**config.mk**
```make
export PLATFORM = sky130hd
export DESIGN_NAME = multi_oneshot_timer
export DESIGN_NICKNAME = d
export VERILOG_FILES = /design/src/rtl/timer_pkg.sv /design/src/rtl/timer_channel.sv /design/src/rtl/multi_oneshot_timer.sv
export SDC_FILE = /design/constraint.sdc
export NUM_CORES = 1
export LEC_CHECK = 0
export ABC_CLOCK_PERIOD_IN_PS = 3400
export BUFFER_PORTS_ARGS = -buffer_cell sky130_fd_sc_hd__clkbuf_2
export CAP_MARGIN = 20
export CORE_MARGIN = 2
export CORE_UTILIZATION = 50
export CTS_CLUSTER_DIAMETER = 150
export CTS_CLUSTER_SIZE = 24
export DETAILED_ROUTE_END_ITERATION = 10
export PLACE_DENSITY = 0.69
export SYNTH_ARGS = -nofsm -noshare
export SYNTH_HDL_FRONTEND = slang
export SYNTH_SLANG_ARGS = --single-unit
```
**constraint.sdc**
```tcl
create_clock -name clk -period 3.4 [get_ports clk]
set_input_delay 1.02 -clock clk [delete_from_list [all_inputs] [get_ports clk]]
set_output_delay 1.02 -clock clk [all_outputs]
set_load 0.005 [all_outputs]
```
**src/rtl/timer_pkg.sv**
```systemverilog
// Shared types and helpers for the multi-channel one-shot timer.
package timer_pkg;

  typedef enum logic [0:0] {
    IDLE     = 1'b0,
    COUNTING = 1'b1
  } timer_state_t;

  // True when exactly one bit of vec is set.
  function automatic logic is_onehot(input logic [63:0] vec);
    return (vec != 64'd0) && ((vec & (vec - 64'd1)) == 64'd0);
  endfunction

endpackage

```
**src/rtl/timer_channel.sv**
```systemverilog
// One timer channel: latches a period on an accepted trigger, counts it out
// and emits a registered single-cycle done pulse.
//   state    | meaning
//   IDLE     | waiting for an accepted trigger
//   COUNTING | counting cnt from 0 up to per-1
module timer_channel
  import timer_pkg::*;
#(
  parameter int CNT_W  = 16,
  parameter int RETRIG = 0
) (
  input  logic             clk,
  input  logic             reset,
  input  logic             acc,
  input  logic             cancel,
  input  logic [CNT_W-1:0] period,
  output logic             busy,
  output logic             done
);

  localparam logic [CNT_W-1:0] ONE = {{(CNT_W-1){1'b0}}, 1'b1};

  timer_state_t     state_q, state_d;
  logic [CNT_W-1:0] cnt_q, cnt_d;
  logic [CNT_W-1:0] per_q, per_d;
  logic             done_q, done_d;
  logic [CNT_W-1:0] period_eff;

  // A zero period would never terminate, so it is treated as one cycle.
  assign period_eff = (period == '0) ? ONE : period;

  always_comb begin
    state_d = state_q;
    cnt_d   = cnt_q;
    per_d   = per_q;
    done_d  = 1'b0;
    case (state_q)
      IDLE: begin
        if (acc && !cancel) begin
          state_d = COUNTING;
          cnt_d   = '0;
          per_d   = period_eff;
        end
      end
      COUNTING: begin
        if (cancel) begin
          state_d = IDLE;
          cnt_d   = '0;
        end else if ((RETRIG != 0) && acc) begin
          cnt_d = '0;
          per_d = period_eff;
        end else if (cnt_q == per_q - ONE) begin
          state_d = IDLE;
          cnt_d   = '0;
          done_d  = 1'b1;
        end else begin
          cnt_d = cnt_q + ONE;
        end
      end
      default: begin
        state_d = IDLE;
        cnt_d   = '0;
      end
    endcase
  end

  always_ff @(posedge clk) begin
    if (reset) begin
      state_q <= IDLE;
      cnt_q   <= '0;
      per_q   <= '0;
      done_q  <= 1'b0;
    end else begin
      state_q <= state_d;
      cnt_q   <= cnt_d;
      per_q   <= per_d;
      done_q  <= done_d;
    end
  end

  assign busy = (state_q == COUNTING);
  assign done = done_q;

endmodule

```
**src/rtl/multi_oneshot_timer.sv**
```systemverilog
// N-channel one-shot interval timer: trigger acceptance decode plus one
// timer_channel per channel. N_CH is limited to 64 by the one-hot helper.
module multi_oneshot_timer
  import timer_pkg::*;
#(
  parameter int N_CH      = 4,
  parameter int CNT_W     = 16,
  parameter int EXCLUSIVE = 1,
  parameter int RETRIG    = 0
) (
  input  logic                  clk,
  input  logic                  reset,
  input  logic [N_CH-1:0]       trig,
  input  logic [N_CH-1:0]       cancel,
  input  logic [N_CH*CNT_W-1:0] period,
  output logic [N_CH-1:0]       busy,
  output logic [N_CH-1:0]       done
);

  logic [63:0]     trig_ext;
  logic            trig_onehot;
  logic [N_CH-1:0] acc;

  assign trig_ext    = 64'(trig);
  assign trig_onehot = is_onehot(trig_ext);

  for (genvar gi = 0; gi < N_CH; gi++) begin : g_ch
    assign acc[gi] = (EXCLUSIVE != 0) ? (trig[gi] & trig_onehot) : trig[gi];

    timer_channel #(
      .CNT_W  (CNT_W),
      .RETRIG (RETRIG)
    ) u_ch (
      .clk    (clk),
      .reset  (reset),
      .acc    (acc[gi]),
      .cancel (cancel[gi]),
      .period (period[gi*CNT_W +: CNT_W]),
      .busy   (busy[gi]),
      .done   (done[gi])
    );
  end

endmodule

```
Word-level counts from Yosys, hierarchy flattened:

Cells that the tools add are included.

* add/subtract/negate cells: 9
* multipliers: 0
* div/mod/pow operators: 0
* $lt $le $gt $ge: 0
* equal/unequal tests: 8
* shift operators: 0
* mux-type cells: 40
* bitwise operators: 9
* reduce and logical (&&, ||, !) cells: 23

Operators with widths (number)
* 16-bit two-way mux: 16
* 16-bit one-hot mux with 2 select lines: 4
* 16-bit by 1-bit adder with 16-bit output (second input constant): 4
* 4-bit by 64-bit AND with 64-bit output: 1
* 16-bit == test: 4
* 16-bit logical NOT: 4
* 64-bit logical NOT: 1
* 64-bit nonzero test: 1
* 16-bit by 1-bit subtractor with 16-bit output (second input constant): 4
* 1-bit two-way mux: 16
* 3-bit OR reduction: 4
* 2-bit by 1-bit inequality test with 1-bit output (second input constant): 4
* 1-bit one-hot mux with 2 select lines: 4
* 2-bit AND reduction: 4
* 1-bit logical AND: 5
* 4-bit by 1-bit subtractor with 5-bit output (second input constant): 1
* 1-bit AND: 4
* 1-bit logical NOT: 4
* 1-bit inverter: 4

* register bits: 136
* bits in latches: 0
* RAM bits: 0
* ROM bits: 0
* bits of input ports: 74
* memories kept: 0

Depth between registers and ports, before layout:

Gate-level depths: netlist (run 1).

* word-level depth: 8
* mapped depth: 13
* depth with buffers taken out: 10

Cells and area by module:

From an unflattened synthesis (run 1), not the netlist that was laid out.

* cell total of the unflattened synthesis: 992
* area, all modules: 8077.7 µm²

By module, submodules not included
* timer_channel: times used 4, cells an instance 247, area an instance 2010.7 µm², seq. area each 680.7 µm²
* multi_oneshot_timer: times used 1, cells an instance 4, area an instance 35.0 µm², seq. area each 0.0 µm²

Worst setup path after synthesis (run 1):

No wires, ideal clock.

* path type: register -> register
* start point: register g_ch[0].u_ch.per_q[6]
* end point: register g_ch[0].u_ch.cnt_q[2]
* setup time: 0.057 ns
* arrival: 2.853 ns
* data required time: 3.343 ns
* slack: 0.489 ns
* cell stages (with the launch flop): 11
* buffers on the path: 2
* cell sequence: dfxtp_1 -> clkbuf_1 -> or4_1 -> nor4_1 -> mux2_2 -> or4_1 -> nand4_1 -> nand2_1 -> buf_2 -> nor3b_1 -> a21o_1

* cells in the longest elaborated chain, start to end: 5

RTL lines
* start, declared: line timer_channel.sv:25 `logic [CNT_W-1:0] per_q, per_d;`
* start signal, assigned: line timer_channel.sv:76 `per_q <= per_d;`
* 16-bit by 1-bit subtractor with 16-bit output: line timer_channel.sv:52 `end else if (cnt_q == per_q - ONE) begin`
* 16-bit == test: line timer_channel.sv:52
* 16-bit two-way mux: line timer_channel.sv:52
* 16-bit two-way mux: line timer_channel.sv:46 `if (cancel) begin`
* 16-bit one-hot mux with 2 select lines: line timer_channel.sv:37 `case (state_q)`
* end signal, assigned: line timer_channel.sv:75 `cnt_q <= cnt_d;`
* end, declared: line timer_channel.sv:24 `logic [CNT_W-1:0] cnt_q, cnt_d;`

No other way between the ends.
A chain may end at the register's enable or synchronous reset.

Worst setup path in the final report (run 1):

* start point: register g_ch[0].u_ch.per_q[6]
* end point: register g_ch[0].u_ch.cnt_q[6]

Same word-level chain as after synthesis.

==> impl_metrics.env, run 1 <==
export IMPL_drc=0
export IMPL_die_x_microns=132.9
export IMPL_final_cell_area_sq_um=9392
export IMPL_arrival_ns=3.42
export IMPL_avgSynthCellArea_sq_um=7.960
export IMPL_setup_viol=0
export IMPL_p_leak_nw=3.566
export IMPL_numCtsBuffers=17
export IMPL_die_area_sq_um=17670
export IMPL_synth_area_leaders="dfxtp_1 33%, xnor2_1 5.6%, nand2_1 5.4%, xor2_1 5.4%, nor2_1 4.7%"
export IMPL_dp_cells=1297
export IMPL_synth_fa_ha_area_frac=0.01204
export IMPL_netlist_area_sq_um=8310
export IMPL_cpMaxStageDelayCell="or4_1"
export IMPL_antenna_found_initial=0
export IMPL_path_delay_family="simple AND/OR/NAND/NOR gates"
export IMPL_startpoint_type="flip-flop"
export IMPL_drv_slew=0
export IMPL_worst_setup_path_end_kind="flip-flop"
export IMPL_ys_ff_latch=136
export IMPL_finalCritPeriodShare=0.8969
export IMPL_yosys_warnings=0
export IMPL_wirelength_microns=19550
export IMPL_die_y_microns=132.9
export IMPL_synth_compound_area_share=0.1563
export IMPL_worst_slew_margin_rel=0.3795
export IMPL_cts_resized=0
export IMPL_synth_most_common_cell="dfxtp_1"
export IMPL_ios=82
export IMPL_synth_common_cells="136 x dfxtp_1, 119 x nand2_1, 104 x nor2_1"
export IMPL_num_vias=7523
export IMPL_synth_xor_area_frac=0.1096
export IMPL_synth_mux_area_frac=0.04502
export IMPL_worst_pin_slew_ns=0.9264
export IMPL_yosysUniqueCellTypes=72
export IMPL_synth_nets=1126
export IMPL_post_cts_setup_buffers=0
export IMPL_synth_ff_type="dfxtp_1"
export IMPL_synth_simple_area_share=0.3004
export IMPL_routabilityCongestion=0.9312
export IMPL_fin_setup_tns_ns=0
export IMPL_viasPerCell=5.665
export IMPL_cts_sinks=136
export IMPL_ys_seq_area_frac=0.3276
export IMPL_crit_top_cell="or4_1"
export IMPL_worstPathCellList="or4_1 > nor4_1 > mux2_2 > or4_1 > nand4_1 > nand2_1 > nor3_1 > a211o_1"
export IMPL_cp_data_required_time_ns=3.77
export IMPL_hold_viol_final=0
export IMPL_cts_tree="built"
export IMPL_fin_crit_ns=3.049
export IMPL_yosysTopAreaCell="dfxtp_1"
export IMPL_cp_max_fo=12
export IMPL_cp_num_buf_inv=0
export IMPL_routedWlPerCell_microns=14.72
export IMPL_clk_path_buf_depth=2
export IMPL_power_density_nw_per_um2=400.1
export IMPL_cap_viol_max_count=0
export IMPL_drive_above_1_share=0.1390
export IMPL_path_clk_slew_ns=0.06
export IMPL_synth_edf_count=0
export IMPL_start_util=0.5065
export IMPL_power_mw=3.758
export IMPL_fmax_mhz=327.9
export IMPL_dp_hpwl_microns=14590
export IMPL_diodes=0
export IMPL_drtIter0Drc=580
export IMPL_grt_pass1_vias=6856
export IMPL_skew_ns=0.006516
export IMPL_crit_type="flip-flop to flip-flop"
export IMPL_core_rowCount=47
export IMPL_place_area_sq_um=8807
export IMPL_rsz0062_at_grt="no"
export IMPL_hold_class="flip-flop to flip-flop"
export IMPL_holdWs_ns=0.4681
export IMPL_drtPass1Iterations=5
export IMPL_holdBufCountCts=0
export IMPL_grt_util_all_layers=0.2262
export IMPL_nNetsFinal=1178
export IMPL_stdcell_count=1328
export IMPL_synth_top_area_share=0.3276
export IMPL_async_reset_ff_frac=0
export IMPL_final_core_util=0.5724
export IMPL_synthCells=1044
export IMPL_area_delta_synth_final_pct=13.01
export IMPL_grt_pass1_wl_microns=32930
export IMPL_max_stage_delay_ns=0.64
export IMPL_synth_top_family_by_area="simple AND/OR/NAND/NOR gates"
export IMPL_ir_drop_uv=374.0
export IMPL_overflow=0
export IMPL_core_area_sq_um=16410
export IMPL_outcome="complete, no violations"
export IMPL_numPortBuffers=81
export IMPL_fin_ws_ns=0.3507
export IMPL_clk_insertion_delay_late_ns=0.42
export IMPL_grt_max_degree=30
export IMPL_drtAntennaViolNets=0
export IMPL_clockRootBuffer="clkbuf_16"
export IMPL_htree_levels=4
export IMPL_preCtsSetupSlack_ns=0.3791
per-layer routing:
| layer | track usage | vias to the layer above | wire, microns |
|---|---|---|---|
| met5 | 0 | - | 0 |
| met3 | 0.03640 | 15 | 947 |
| li1 | - | 3841 | - |
| met1 | 0.3179 | 3473 | 9781 |
| met2 | 0.3595 | 194 | 8632 |
| met4 | 0.06392 | 0 | 193 |
final timing paths:
check / from / depth (start not counted) / slack [ns] / to
max: g_ch[0].u_ch.per_q[6]$_SDFFE_PP0P_ / 8 / 0.35 / g_ch[0].u_ch.cnt_q[6]$_SDFFE_PP0P_
min: g_ch[3].u_ch.per_q[1]$_SDFFE_PP0P_ / 2 / 0.47 / g_ch[3].u_ch.per_q[1]$_SDFFE_PP0P_
max reg2reg: g_ch[0].u_ch.per_q[6]$_SDFFE_PP0P_ / 8 / 0.35 / g_ch[0].u_ch.cnt_q[6]$_SDFFE_PP0P_
min reg2reg: g_ch[3].u_ch.per_q[1]$_SDFFE_PP0P_ / 2 / 0.47 / g_ch[3].u_ch.per_q[1]$_SDFFE_PP0P_
worst min-delay path: cells and delay by family (launching register included):
family	cells	cell delay (ns)
and+or+nand+nor	1	0.05
DFF	1	0.32
AOI/OAI and AO/OA	1	0.05
where the power goes:
group	internal (mW)	total, mW	switching [mW]	leakage [nW]
Clock	1.15	1.83	0.677	0.278
Sequential	1.61	1.62	0.0169	1.10
Combinational	0.137	0.308	0.172	2.19
Total	2.89	3.76	0.865	3.57
cell usage in the layout, fill, tap and decap left out, drive strengths merged, types with 4 or more instances in the layout:
cell | netlist | final
nor3 | 29 | 29
o31ai | 7 | 7
nor4b | 6 | 6
xor2 | 51 | 51
mux2i | 34 | 34
nand3 | 46 | 46
a21o | 14 | 14
o311ai | 8 | 8
or3 | 11 | 11
o21bai | 4 | 4
o21a | 4 | 4
o211ai | 8 | 8
and2 | 4 | 4
a31oi | 9 | 9
ha | 8 | 8
and4 | 9 | 9
nor2 | 104 | 104
nor3b | 16 | 16
inv | 25 | 25
clkbuf | 38 | 105
a21oi | 50 | 50
nand3b | 5 | 5
xnor2 | 53 | 53
a211o | 6 | 6
or4 | 14 | 14
buf | 25 | 15
a211oi | 12 | 12
o2bb2ai | 4 | 4
o21ai | 39 | 39
and3 | 15 | 15
nand2b | 15 | 15
dfxtp | 136 | 136
nand4 | 15 | 15
or2 | 11 | 11
nor4 | 32 | 32
nand2 | 119 | 119
or3b | 6 | 6
nor2b | 10 | 10
registers in the layout (all words and copies together) (netlist names):
name / flops
g_ch.u_ch.per_q: 64
g_ch.u_ch.busy: 4
g_ch.u_ch.done: 4
g_ch.u_ch.cnt_q: 64
layout make-up:
type / count / area, sq um
Clock buffer: 24 / 491.7
Clock inverter: 7 / 92.59
Fill cell: 1534 / 7015
Inverter: 25 / 93.84
Multi-Input combinational cell: 820 / 5185
Sequential cell: 136 / 2723
Tap cell: 220 / 275.3
Timing Repair Buffer: 96 / 530.5
logic make-up after synthesis:
kind of cell	Yosys count
flops	136
fa+ha+maj	8
buf+inv	88
compound gates	197
xor+xnor	104
simple gates	474
mux	37
(Power assumes the default switching activity.)
==> run 2, diff against run 1 <==
--- a/config.mk
+++ b/config.mk
@@ -8,6 +8,7 @@
 export ABC_CLOCK_PERIOD_IN_PS = 3400
 export BUFFER_PORTS_ARGS = -buffer_cell sky130_fd_sc_hd__clkbuf_2
 export CAP_MARGIN = 20
+export CORE_ASPECT_RATIO = 0.6
 export CORE_MARGIN = 2
 export CORE_UTILIZATION = 50
 export CTS_CLUSTER_DIAMETER = 150
==> run 2 against run 1 <==
Sequential share of layout area fell by 0.13 points. Clock-buffer cell count fell by 6. Clock power rose by 5%. Sequential cell count did not move. Design area rose by 0.47%. Worst setup slack got worse by 0.078 ns. Utilization rose by 0.78 points. Register-to-register slack got worse by 0.08 ns. Maximum frequency fell by 2.5%. Sequential power barely moved. Global-route usage rose by 2.0 points. Critical path type unchanged.
==> impl_metrics.env, run 2 (synthesized netlist as in run 1, its figures left out) <==
export IMPL_rsz0062_at_grt="no"
export IMPL_r2r_slack_ns=0.27
export IMPL_drtPass1Iterations=7
export IMPL_grtUsageMet1=0.3834
export IMPL_hold_viol_final=0
export IMPL_die_x_microns=170.4
export IMPL_drc=0
export IMPL_path_delay_family="simple AND/OR/NAND/NOR gates"
export IMPL_worst_pin_slew_ns=0.9844
export IMPL_hold_depth=2
export IMPL_clk_insertion_delay_late_ns=0.43
export IMPL_cts_resized=0
export IMPL_clockRootBuffer="clkbuf_16"
export IMPL_setup_viol=0
export IMPL_start_util=0.5111
export IMPL_cts_sinks=136
export IMPL_path_clk_slew_ns=0.06
export IMPL_numPortBuffers=81
export IMPL_fin_setup_tns_ns=0
export IMPL_wirelength_microns=21210
export IMPL_cp_max_fo=12
export IMPL_p_leak_nw=3.588
export IMPL_crit_type="flip-flop to flip-flop"
export IMPL_finalCritPeriodShare=0.9197
export IMPL_cp_num_buf_inv=0
export IMPL_reg2reg_depth=8
export IMPL_power_mw=3.863
export IMPL_layout_commonest_cell="dfxtp_1"
export IMPL_htree_levels=4
export IMPL_drtIter0Drc=561
export IMPL_drtAntennaViolNets=0
export IMPL_holdBufCountCts=0
export IMPL_grt_pass1_vias=6956
export IMPL_busiest_layer="met1"
export IMPL_antenna_found_initial=0
export IMPL_num_vias=7679
export IMPL_worst_setup_path_end_kind="flip-flop"
export IMPL_final_cell_mix="136 x dfxtp_1, 119 x nand2_1, 104 x nor2_1, 81 x clkbuf_2, 53 x xnor2_1"
export IMPL_nNetsFinal=1177
export IMPL_ir_drop_uv=305.6
export IMPL_die_y_microns=103.9
export IMPL_diodes=0
export IMPL_outcome="complete, no violations"
export IMPL_skew_ns=0.01429
export IMPL_routedWlPerCell_microns=15.88
export IMPL_grt_use_met2=0.3423
export IMPL_drv_slew=0
export IMPL_cpMaxStageDelayCell="or4_1"
export IMPL_clk_path_buf_depth=2
export IMPL_viasPerCell=5.748
export IMPL_ios=82
export IMPL_core_rowCount=36
export IMPL_fillers=1510
export IMPL_worstPathCellList="or4_1 > nor4_1 > mux2_2 > or4_1 > nand4_1 > nand2_1 > nor3b_1 > a21o_1"
export IMPL_fmax_mhz=319.8
export IMPL_dp_hpwl_microns=15780
export IMPL_core_area_sq_um=16260
export IMPL_overflow=0
export IMPL_grt_pass1_wl_microns=35450
export IMPL_worst_slew_margin_rel=0.3407
export IMPL_reg_top3="g_ch.u_ch.cnt_q: 64 flops, g_ch.u_ch.per_q: 64 flops"
export IMPL_crit_top_cell="or4_1"
export IMPL_timing_rr_start="g_ch[0].u_ch.per_q[6]$_SDFFE_PP0P_"
export IMPL_routabilityCongestion=0.9466
export IMPL_startpoint_type="flip-flop"
export IMPL_seqCellArea_sq_um=2723
export IMPL_cap_viol_max_count=0
export IMPL_fin_crit_ns=3.127
export IMPL_grt_util_all_layers=0.2464
export IMPL_numCtsBuffers=17
export IMPL_max_stage_delay_ns=0.65
export IMPL_use_met3=0.04490
export IMPL_drive_above_1_share=0.1408
export IMPL_arrival_ns=3.49
export IMPL_area_delta_synth_final_pct=13.54
export IMPL_power_density_nw_per_um2=409.4
export IMPL_hold_class="flip-flop to flip-flop"
export IMPL_cp_data_required_time_ns=3.76
export IMPL_place_area_sq_um=8822
export IMPL_holdCritStartpoint="g_ch[1].u_ch.per_q[15]$_SDFFE_PP0P_"
export IMPL_grt_max_degree=68
export IMPL_post_cts_setup_buffers=0
export IMPL_r2r_end="g_ch[0].u_ch.cnt_q[2]$_SDFFE_PP0P_"
export IMPL_final_cell_area_sq_um=9435
export IMPL_multi_input_area_sq_um=5194
export IMPL_die_area_sq_um=17700
export IMPL_min_to="g_ch[1].u_ch.per_q[15]$_SDFFE_PP0P_"
export IMPL_cts_tree="built"
==> run 2: cell types whose count changed in the layout (fill, tap and decap cells not counted) <==
cell / delta
clkinv_4: +4
buf_4: -2
nor4b_2: -1
buf_12: +1
nor4b_4: +1
bufinv_16: +1
inv_6: +2
clkbuf_8: -4
clkbuf_1: -2
==> run 2: metal layers <==
metal / share of wire / vias to the layer above
met5: 0 / -
met4: 0.015 / 0
met3: 0.057 / 29
li1: - / 3862
met2: 0.40 / 198
met1: 0.53 / 3590
==> run 2: worst max-delay path by stage <==
stage / from / end / slack [ns] / cells after the start
3_3_place_gp: trig[2] / g_ch[0].u_ch.cnt_q[9]$_SDFFE_PP0P_ / 0.34 / 7
6_report: g_ch[0].u_ch.per_q[6]$_SDFFE_PP0P_ / g_ch[0].u_ch.cnt_q[2]$_SDFFE_PP0P_ / 0.27 / 8
2_1_floorplan: g_ch[0].u_ch.per_q[6]$_SDFFE_PP0P_ / g_ch[0].u_ch.cnt_q[2]$_SDFFE_PP0P_ / 0.49 / 10
5_1_grt: g_ch[0].u_ch.per_q[6]$_SDFFE_PP0P_ / g_ch[0].u_ch.cnt_q[2]$_SDFFE_PP0P_ / 0.05 / 8
3_5_place_dp: g_ch[3].u_ch.per_q[0]$_SDFFE_PP0P_ / g_ch[3].u_ch.cnt_q[12]$_SDFFE_PP0P_ / 0.27 / 11
4_1_cts: g_ch[3].u_ch.per_q[0]$_SDFFE_PP0P_ / g_ch[3].u_ch.cnt_q[12]$_SDFFE_PP0P_ / 0.25 / 11
==> run 2: final cells by class <==
cell class              instances  share of cell area
multi-input cells             820              0.5505
flip-flops and latches        136              0.2886
repair buffers                 95             0.05676
clock buffers                  18             0.04548
well taps                     228             0.03023
clock inverters                14             0.01857
inverters                      25            0.009946
==> run 2: worst register-to-register path, stage by stage, from the launching register on <==
cell,delay (ns)
dfxtp_1,0.38
or4_1,0.65
nor4_1,0.34
mux2_2,0.37
or4_1,0.53
nand4_1,0.15
nand2_1,0.27
nor3b_1,0.29
a21o_1,0.10
==> run 2: power by group <==
group / switching [mW] / internal (mW) / leakage, nW / total [mW]
Clock: 0.763 / 1.16 / 0.287 / 1.92
Combinational: 0.182 / 0.137 / 2.21 / 0.319
Sequential: 0.0171 / 1.60 / 1.10 / 1.62
Total: 0.961 / 2.90 / 3.59 / 3.86
==> run 2: metrics by stage <==
stage | setup WS [ns] | cells | hold WS, ns | util
after floorplan | 0.4892 | 1044 | 0.4478 | -
after global placement | 0.3438 | 1304 | 0.4612 | 0.5426
after detailed placement | 0.2722 | 1304 | 0.4643 | 0.5426
after CTS | 0.2515 | 1336 | 0.4733 | 0.5797
after global routing | 0.04933 | 1336 | 0.5110 | 0.5803
final | 0.2731 | 1336 | 0.4724 | 0.5803
==> run 3, diff against run 2 <==
--- a/config.mk
+++ b/config.mk
@@ -8,8 +8,7 @@
 export ABC_CLOCK_PERIOD_IN_PS = 3400
 export BUFFER_PORTS_ARGS = -buffer_cell sky130_fd_sc_hd__clkbuf_2
 export CAP_MARGIN = 20
-export CORE_ASPECT_RATIO = 0.6
-export CORE_MARGIN = 2
+export CORE_MARGIN = 1.5
 export CORE_UTILIZATION = 50
 export CTS_CLUSTER_DIAMETER = 150
 export CTS_CLUSTER_SIZE = 24
==> run 3 against run 2 <==
Non-clock buffer count rose by 1. Critical path depth is the same. Clock power decreased by 8%. Clock-buffer cell count grew 6.
==> impl_metrics.env, run 3 (synthesized netlist as in run 1, its figures left out) <==
export IMPL_outcome="complete, no violations"
export IMPL_dp_hpwl_microns=14680
export IMPL_worstPathCellList="or4_1 > nor4_1 > mux2_2 > or4_1 > nand4_1 > nand2_1 > nor3_1 > a211o_1"
export IMPL_nNetsFinal=1178
export IMPL_clk_insertion_delay_late_ns=0.42
export IMPL_die_y_microns=131.9
export IMPL_cp_data_required_time_ns=3.76
export IMPL_drive_above_1_share=0.1390
export IMPL_final_core_util=0.5828
export IMPL_fillers=1472
export IMPL_fin_setup_tns_ns=0
export IMPL_clk_path_buf_depth=2
export IMPL_numCtsBuffers=17
export IMPL_grt_max_degree=39
export IMPL_worst_pin_slew_ns=0.9708
export IMPL_max_stage_delay_ns=0.65
export IMPL_drtPass1Iterations=5
export IMPL_worst_slew_margin_rel=0.3478
export IMPL_path_clk_slew_ns=0.06
export IMPL_core_rowCount=46
export IMPL_core_area_sq_um=16060
export IMPL_wirelength_microns=19930
export IMPL_ios=82
export IMPL_antenna_found_initial=0
export IMPL_cpMaxStageDelayCell="or4_1"
export IMPL_htree_levels=4
export IMPL_cp_num_buf_inv=0
export IMPL_power_mw=3.687
export IMPL_start_util=0.5175
export IMPL_finalCritPeriodShare=0.9123
export IMPL_grt_util_all_layers=0.2291
export IMPL_path_delay_family="simple AND/OR/NAND/NOR gates"
export IMPL_fin_crit_ns=3.102
export IMPL_fmax_mhz=322.4
export IMPL_hold_viol_final=0
export IMPL_die_area_sq_um=17400
export IMPL_setup_viol=0
export IMPL_skew_ns=0.007520
export IMPL_power_density_nw_per_um2=394.0
export IMPL_worst_setup_path_end_kind="flip-flop"
export IMPL_reg_top3="g_ch.u_ch.cnt_q: 64 flops, g_ch.u_ch.per_q: 64 flops"
export IMPL_crit_top_cell="or4_1"
export IMPL_ir_drop_uv=415.6
export IMPL_arrival_ns=3.46
export IMPL_p_leak_nw=3.569
export IMPL_rsz0062_at_grt="no"
export IMPL_place_area_sq_um=8790
export IMPL_final_cell_mix="136 x dfxtp_1, 119 x nand2_1, 104 x nor2_1, 81 x clkbuf_2, 53 x xnor2_1"
export IMPL_layout_commonest_cell="dfxtp_1"
export IMPL_area_delta_synth_final_pct=12.62
export IMPL_grt_pass1_vias=6868
export IMPL_diodes=0
export IMPL_drtIter0Drc=517
export IMPL_drc=0
export IMPL_num_vias=7601
export IMPL_routabilityCongestion=0.9022
export IMPL_numPortBuffers=81
export IMPL_cts_sinks=136
export IMPL_drtAntennaViolNets=0
export IMPL_cts_tree="built"
export IMPL_startpoint_type="flip-flop"
export IMPL_overflow=0
export IMPL_routedWlPerCell_microns=15.05
export IMPL_crit_type="flip-flop to flip-flop"
export IMPL_die_x_microns=131.9
export IMPL_hold_class="flip-flop to flip-flop"
export IMPL_final_cell_area_sq_um=9359
export IMPL_drv_slew=0
export IMPL_clockRootBuffer="clkbuf_16"
export IMPL_grt_pass1_wl_microns=32980
export IMPL_viasPerCell=5.741
export IMPL_cap_viol_max_count=0
export IMPL_cp_max_fo=12
-- run 3: tightest hold or removal path: cells and delay by family, from the launching register on --
family             cells  cell delay, ns
DFF                    1            0.32
AOI/OAI and AO/OA      1            0.05
and+or+nand+nor        1            0.06
-- run 3: per-stage QoR --
| step | setup WS, ns | hold WS (ns) | instances |
|---|---|---|---|
| after floorplan | 0.4892 | 0.4478 | 1044 |
| after global placement | 0.3640 | 0.4623 | 1293 |
| after detailed placement | 0.3245 | 0.4681 | 1293 |
| after CTS | 0.2947 | 0.4753 | 1324 |
| after global routing | 0.06569 | 0.5066 | 1324 |
| final | 0.2980 | 0.4724 | 1324 |
-- run 3: worst paths after layout --
path | startpoint | endpoint | slack (ns) | depth (start not counted)
worst max-delay path | g_ch[0].u_ch.per_q[6]$_SDFFE_PP0P_ | g_ch[0].u_ch.cnt_q[6]$_SDFFE_PP0P_ | 0.30 | 8
worst min register to register | g_ch[3].u_ch.per_q[1]$_SDFFE_PP0P_ | g_ch[3].u_ch.per_q[1]$_SDFFE_PP0P_ | 0.47 | 2
worst max register to register | g_ch[0].u_ch.per_q[6]$_SDFFE_PP0P_ | g_ch[0].u_ch.cnt_q[6]$_SDFFE_PP0P_ | 0.30 | 8
worst min-delay path | g_ch[3].u_ch.per_q[1]$_SDFFE_PP0P_ | g_ch[3].u_ch.per_q[1]$_SDFFE_PP0P_ | 0.47 | 2
-- run 3: cell type report --
class | instances | area, sq um | area share
Multi-Input combinational cell | 820 | 5194 | 0.5549
Clock inverter | 7 | 68.82 | 0.007353
Sequential cell | 136 | 2723 | 0.2909
Inverter | 25 | 93.84 | 0.01003
Timing Repair Buffer | 96 | 518.0 | 0.05535
Tap cell | 216 | 270.3 | 0.02888
Clock buffer | 24 | 491.7 | 0.05254
-- run 3: what timing repair did --
item | CTS | global route
gates resized for setup | 0 | 1
hold buffers | 0 | 0
buffers inserted | 0 | 0
hold endpoints to repair | 0 | 0
setup endpoints to repair | 0 | 9
-- run 3: power by group --
part	switching (mW)	internal (mW)
Combinational	0.174	0.135
Clock	0.680	1.08
Sequential	0.0165	1.61
-- run 3: routing by layer --
layer | track usage | up-vias | part of all wire | wire, microns
met3 | 0.04498 | 25 | 0.048 | 956
met4 | 0.07654 | 0 | 0.017 | 330
met5 | 0 | - | 0 | 0
li1 | - | 3846 | - | -
met2 | 0.3618 | 193 | 0.45 | 8877
met1 | 0.3133 | 3537 | 0.49 | 9765
